==> src/rtl/seq_scan_pkg.sv <==
// Shared types for the "101" sequence-scan controller and its detector next-state logic.
package seq_scan_pkg;

   typedef enum logic [1:0] {
      IDLE = 2'd0,
      RUN  = 2'd1,
      DONE = 2'd2
   } ctrl_state_t;

   // Detector state encoding {A,B}; 2'b11 is unreachable and treated as illegal.
   localparam logic [1:0] S0 = 2'b00;
   localparam logic [1:0] S1 = 2'b01;
   localparam logic [1:0] S2 = 2'b10;

endpackage

==> src/rtl/seq_scan_if.sv <==
// Start/busy/done handshake plus scan results between a parent block and seq_scan_ctrl.
interface seq_scan_if #(
   parameter int N = 28
);
   localparam int CW = $clog2(N + 1);

   logic          start;
   logic [N-1:0]  vec;
   logic          busy;
   logic          done;
   logic          X;
   logic          A;
   logic          B;
   logic          hit;
   logic [CW-1:0] count;
   logic [CW-1:0] first_idx;

   modport master (
      output start, vec,
      input  busy, done, X, A, B, hit, count, first_idx
   );

   modport slave (
      input  start, vec,
      output busy, done, X, A, B, hit, count, first_idx
   );

endinterface

==> src/rtl/seq_det_next.sv <==
// Combinational next-state and output logic of the 2-bit Mealy "101" detector (overlapping).
import seq_scan_pkg::*;

module seq_det_next (
   input  logic X,
   input  logic A,
   input  logic B,
   output logic A_star,
   output logic B_star,
   output logic F
);

   always_comb begin
      {A_star, B_star} = S0;
      F                = 1'b0;
      case ({A, B})
         S0: {A_star, B_star} = X ? S1 : S0;
         S1: {A_star, B_star} = X ? S1 : S2;
         S2: begin
            {A_star, B_star} = X ? S1 : S0;
            F                = X;
         end
         default: begin
            {A_star, B_star} = S0;
            F                = 1'b0;
         end
      endcase
   end

endmodule

==> src/rtl/seq_scan_ctrl.sv <==
// Captures an N-bit stimulus word on start and streams it MSB-first through the "101"
// detector, holding the detector state and reporting hits, hit count and first-hit index.
import seq_scan_pkg::*;

module seq_scan_ctrl #(
   parameter int N = 28
) (
   input  logic    CLK,
   input  logic    RST,
   seq_scan_if.slave bus
);

   localparam int            CW       = $clog2(N + 1);
   localparam logic [CW-1:0] IDX_LAST = CW'(N - 1);
   localparam logic [CW-1:0] NO_HIT   = CW'(N);

   ctrl_state_t   state;
   logic [N-1:0]  shreg;
   logic [CW-1:0] idx;
   logic          a_q;
   logic          b_q;
   logic          hit_q;
   logic [CW-1:0] count_q;
   logic [CW-1:0] first_q;

   logic x;
   logic a_star;
   logic b_star;
   logic f_raw;
   logic f;
   logic in_run;

   assign in_run = (state == RUN);

   // Outside RUN the detector sees 0 and its output is masked, so no stray hits.
   assign x = in_run ? shreg[N-1] : 1'b0;
   assign f = in_run & f_raw;

   seq_det_next u_next (
      .X      (x),
      .A      (a_q),
      .B      (b_q),
      .A_star (a_star),
      .B_star (b_star),
      .F      (f_raw)
   );

   always_ff @(posedge CLK or posedge RST) begin
      if (RST) begin
         state   <= IDLE;
         shreg   <= '0;
         idx     <= '0;
         a_q     <= 1'b0;
         b_q     <= 1'b0;
         hit_q   <= 1'b0;
         count_q <= '0;
         first_q <= NO_HIT;
      end else begin
         case (state)
            IDLE: begin
               hit_q <= 1'b0;
               if (bus.start) begin
                  shreg   <= bus.vec;
                  idx     <= '0;
                  a_q     <= 1'b0;
                  b_q     <= 1'b0;
                  count_q <= '0;
                  first_q <= NO_HIT;
                  state   <= RUN;
               end
            end
            RUN: begin
               a_q     <= a_star;
               b_q     <= b_star;
               hit_q   <= f;
               count_q <= count_q + {{(CW-1){1'b0}}, f};
               if (f && (first_q == NO_HIT)) begin
                  first_q <= idx;
               end
               shreg <= {shreg[N-2:0], 1'b0};
               idx   <= idx + CW'(1);
               if (idx == IDX_LAST) begin
                  state <= DONE;
               end
            end
            DONE: begin
               hit_q <= 1'b0;
               state <= IDLE;
            end
            default: state <= IDLE;
         endcase
      end
   end

   assign bus.busy      = in_run;
   assign bus.done      = (state == DONE);
   assign bus.X         = x;
   assign bus.A         = a_q;
   assign bus.B         = b_q;
   assign bus.hit       = hit_q;
   assign bus.count     = count_q;
   assign bus.first_idx = first_q;

endmodule

==> src/flat_wrapper.sv <==
// flat-port wrapper written by rule: the top's interface ports become plain ports
module seq_scan_ctrl_flat 
#(
   parameter int N = 28
)
  (CLK, RST, bus_start, bus_vec, bus_busy, bus_done, bus_X, bus_A, bus_B, bus_hit, bus_count, bus_first_idx);
  seq_scan_if #(.N(N)) bus_i ();
  input  logic CLK;
  input  logic RST;
  input wire logic [$bits(bus_i.start)-1:0] bus_start;
  input wire logic [$bits(bus_i.vec)-1:0] bus_vec;
  output wire logic [$bits(bus_i.busy)-1:0] bus_busy;
  output wire logic [$bits(bus_i.done)-1:0] bus_done;
  output wire logic [$bits(bus_i.X)-1:0] bus_X;
  output wire logic [$bits(bus_i.A)-1:0] bus_A;
  output wire logic [$bits(bus_i.B)-1:0] bus_B;
  output wire logic [$bits(bus_i.hit)-1:0] bus_hit;
  output wire logic [$bits(bus_i.count)-1:0] bus_count;
  output wire logic [$bits(bus_i.first_idx)-1:0] bus_first_idx;
  assign bus_i.start = bus_start;
  assign bus_i.vec = bus_vec;
  assign bus_busy = bus_i.busy;
  assign bus_done = bus_i.done;
  assign bus_X = bus_i.X;
  assign bus_A = bus_i.A;
  assign bus_B = bus_i.B;
  assign bus_hit = bus_i.hit;
  assign bus_count = bus_i.count;
  assign bus_first_idx = bus_i.first_idx;
  seq_scan_ctrl #(.N(N)) u_core (.CLK(CLK), .RST(RST), .bus(bus_i));
endmodule
==> config.mk <==
export PLATFORM = sky130hd
export DESIGN_NAME = seq_scan_ctrl_flat
export DESIGN_NICKNAME = d
export VERILOG_FILES = /design/src/rtl/seq_scan_pkg.sv /design/src/rtl/seq_scan_if.sv /design/src/rtl/seq_det_next.sv /design/src/rtl/seq_scan_ctrl.sv /design/src/flat_wrapper.sv
export SDC_FILE = /design/constraint.sdc
export NUM_CORES = 1
export LEC_CHECK = 0
export BUFFER_PORTS_ARGS = -buffer_cell sky130_fd_sc_hd__buf_4
export CORE_ASPECT_RATIO = 1.5
export CORE_UTILIZATION = 35
export CTS_CLUSTER_SIZE = 24
export DETAILED_ROUTE_END_ITERATION = 12
export HOLD_SLACK_MARGIN = 0.05
export SLEW_MARGIN = 5
export SYNTH_ARGS = -nofsm -noshare
export SYNTH_HDL_FRONTEND = slang
export SYNTH_SLANG_ARGS = --single-unit
==> constraint.sdc <==
create_clock -name CLK -period 2 [get_ports CLK]
set_clock_uncertainty 0.1 [all_clocks]
set_input_delay 0.1 -clock CLK [delete_from_list [all_inputs] [get_ports CLK]]
set_output_delay 0.1 -clock CLK [all_outputs]
set_load 0.01 [all_outputs]
==> impl_metrics.py <==
metrics = {
    "status": {
        "status": "complete, no violations",
    },
    "placement": {
        "dpl.cell_count": 324,
        "portBuffers": 46,
        "place_hpwl_mm": 3.52,
        "gp_congestion": 0.753,
    },
    "critical_path": {
        "start_kind": "flip-flop",
        "cp_max_fo": 10,
        "reg2reg_depth": 4,
        "worstPathArrival_ns": 1.50,
        "end_kind": "output port",
        "crit_type": "reg -> out",
        "crit_required_ns": 1.80,
    },
    "synthesis": {
        "synth.net_count": 245,
        "synth-seq-cells": 48,
        "synth_ff_type": "dfrtp_1",
        "yosys.area.top_type": "dfrtp_1",
        "yosys_warnings": 0,
        "synthCells": 211,
        "ys_async_sr_fraction_pct": 100,
        "synth_cell_type_count": 32,
        "postSynthAreaPerCell_sq_um": 10.2,
        "synth_edf_count": 0,
        "synth_top_area_share_pct": 52.1,
        "netlist_area_sq_um": 2160,
        "ys_top_cells_by_area": "dfrtp_1 52%, a22oi_1 9.4%, o21ai_0 7.2%",
        "ys_seq_area_share_pct": 55.8,
    },
    "cts": {
        "numCtsBuffers": 5,
        "htreeDepth": 2,
        "path_clk_slew_ns": 0.09,
        "numClockSinks": 48,
        "clock-root-buffer": "clkbuf_8",
        "ctsResizeCount": 0,
        "cts_hold_buf": 29,
        "clockBufferDepth": 2,
        "cts_setup_buffers": 0,
        "clock_latency_ns": 0.30,
        "tritoncts": "yes",
    },
    "drt": {
        "wirelength_mm": 5.22,
        "drc": 0,
        "post_drt_wl_per_cell_microns": 14.5,
        "vias_per_cell": 5.16,
        "drtIter0Drc": 70,
        "vias": 1864,
        "detail-route-antenna-nets": 0,
        "dr.pass1.iters": 5,
    },
    "sta": {
        "rsz0062_at_grt": "no",
        "max_freq_mhz": 590,
        "hold_viol_final": 0,
        "setup_viol": 0,
        "fin_crit_ns": 1.70,
        "tns_ns": 0,
        "drv_slew": 0,
        "period_share_pct": 84.8,
        "slew_headroom_pct": 67.3,
        "worst_slew_pin_slew_ns": 0.489,
    },
    "global_route": {
        "grt_pass1_vias": 1880,
        "overflow": 0,
        "grt_start_max_net_pins": 28,
        "grt_usage_pct": 17.5,
        "grt_pass1_wl_mm": 8.78,
        "antenna_found_initial": 0,
    },
    "pwr": {
        "switchingPower_mw": 1.37,
        "combPwrFrac_pct": 38.8,
        "seq_power_share_pct": 45.7,
        "p_leak_nw": 1.34,
        "switching_share_pct": 37.4,
        "internal-power_mw": 2.30,
        "pwr-share-clk_pct": 15.5,
        "p_per_area_nw_per_um2": 1230,
        "ir_worst_vdd_uv": 448,
    },
    "floorplanning": {
        "die_area_sq_um": 6490,
        "die_w_microns": 66.1,
        "rows": 34,
        "io_pins": 47,
        "core-area_sq_um": 5870,
        "die_height_microns": 98.2,
        "start_util_pct": 36.8,
    },
    "final_layout": {
        "fin_nets": 322,
        "areaGrowthSynthToFinish_pct": 37.7,
        "mostFrequentLayoutCells": "56 x buf_4, 45 x dfrtp_1, 37 x nand2_1",
        "diodes": 0,
        "drive_gt1_share_pct": 24.9,
        "final_common_cell": "buf_4",
        "stdcell_count": 361,
    },
    "worst_hold_path": {
        "hold_class": "in -> reg",
        "whs_path_depth": 4,
    },
    "flow_run": {
        "max_cap_violations": 0,
    },
}
## registers in the layout, indices dropped and copies added, names as in the netlist
register,cells
u_core.shreg,28
u_core.bus.count,5
u_core.bus.first_idx,5
u_core.idx,5
u_core.state,2
u_core.bus.A,1
u_core.bus.B,1
u_core.bus.hit,1
## logic make-up after synthesis
logic type	synth area share, %
muxes	1.85
buffers and inverters	4.23
AOI/OAI and AO/OA	22.1
adders and majority gates	1.74
DFF	55.8
and+or+nand+nor	14.3
## routing by layer
metal	up-vias	global-route usage, %	part of all wire, %
met2	44	29.4	54
met5	-	0	0
met3	8	2.57	3.4
met4	0	6.38	1.7
li1	911	-	-
met1	901	22.5	41
## layout make-up
class                   count  area, sq um
fillers                   560         2900
flip-flops and latches     48         1200
multi-input cells         144          866
repair buffers             85          711
well taps                  72         90.1
clock buffers               5         68.8
clock inverters             3         18.8
inverters                   4         15.0
## power groups by stage
stage | Combinational, mW | Clock [mW] | Sequential (mW)
global placement | 1.39 | 0 | 1.69
finish | 1.42 | 0.570 | 1.68
floorplan | 0.895 | 0 | 1.66
global route | 1.60 | 0.621 | 1.74
CTS | 1.45 | 0.590 | 1.68
detailed placement | 1.40 | 0 | 1.70
## final timing paths
kind                                 start  slack [ns]                      end
setup / recovery           u_core.state[1]        0.30                    bus_X
hold / removal                   bus_start        0.14  u_core.bus.first_idx[3]
setup reg to reg           u_core.state[1]        0.33  u_core.bus.first_idx[0]
hold reg to reg            u_core.shreg[5]        0.39          u_core.shreg[5]
max in group asynchronous              RST        0.93  u_core.bus.first_idx[2]
min in group asynchronous              RST        0.24          u_core.shreg[9]
## Yosys cell counts, types with 2 or more instances
library cell and instances:
clkbuf_1 6, dfrtp_1 45, nor3_1 4, mux2i_1 4, buf_2 7, a22oi_1 27
nor2_1 6, a22o_1 5, o21ai_0 31, nor2b_1 2, ha_1 3, nand2b_1 2
nor3b_1 2, and2_1 2, nand4_1 5, inv_1 3, nand2_1 37, dfstp_2 3
a21oi_1 4
## critical path: stages (launching register included)
cell,delay (ns)
dfrtp_1,0.39
nand2b_1,0.16
buf_4,0.17
inv_2,0.15
and2_1,0.19
buf_4,0.13
## through the flow
| stage | hold slack, ns | setup slack (ns) | util (%) | total power [mW] | area [sq um] |
|---|---|---|---|---|---|
| finish | 0.136 | 0.305 | 50.7 | 3.67 | 2970 |
| global route | 0.161 | 0.219 | 50.7 | 3.96 | 2970 |
| CTS | 0.138 | 0.281 | 50.7 | 3.72 | 2970 |
| detailed placement | 0.0269 | 0.356 | 44.2 | 3.10 | 2600 |
| global placement | 0.0228 | 0.384 | 44.2 | 3.07 | 2600 |
| floorplan | 0.133 | 0.387 | - | 2.55 | 2160 |
(Power assumes the default switching activity.)
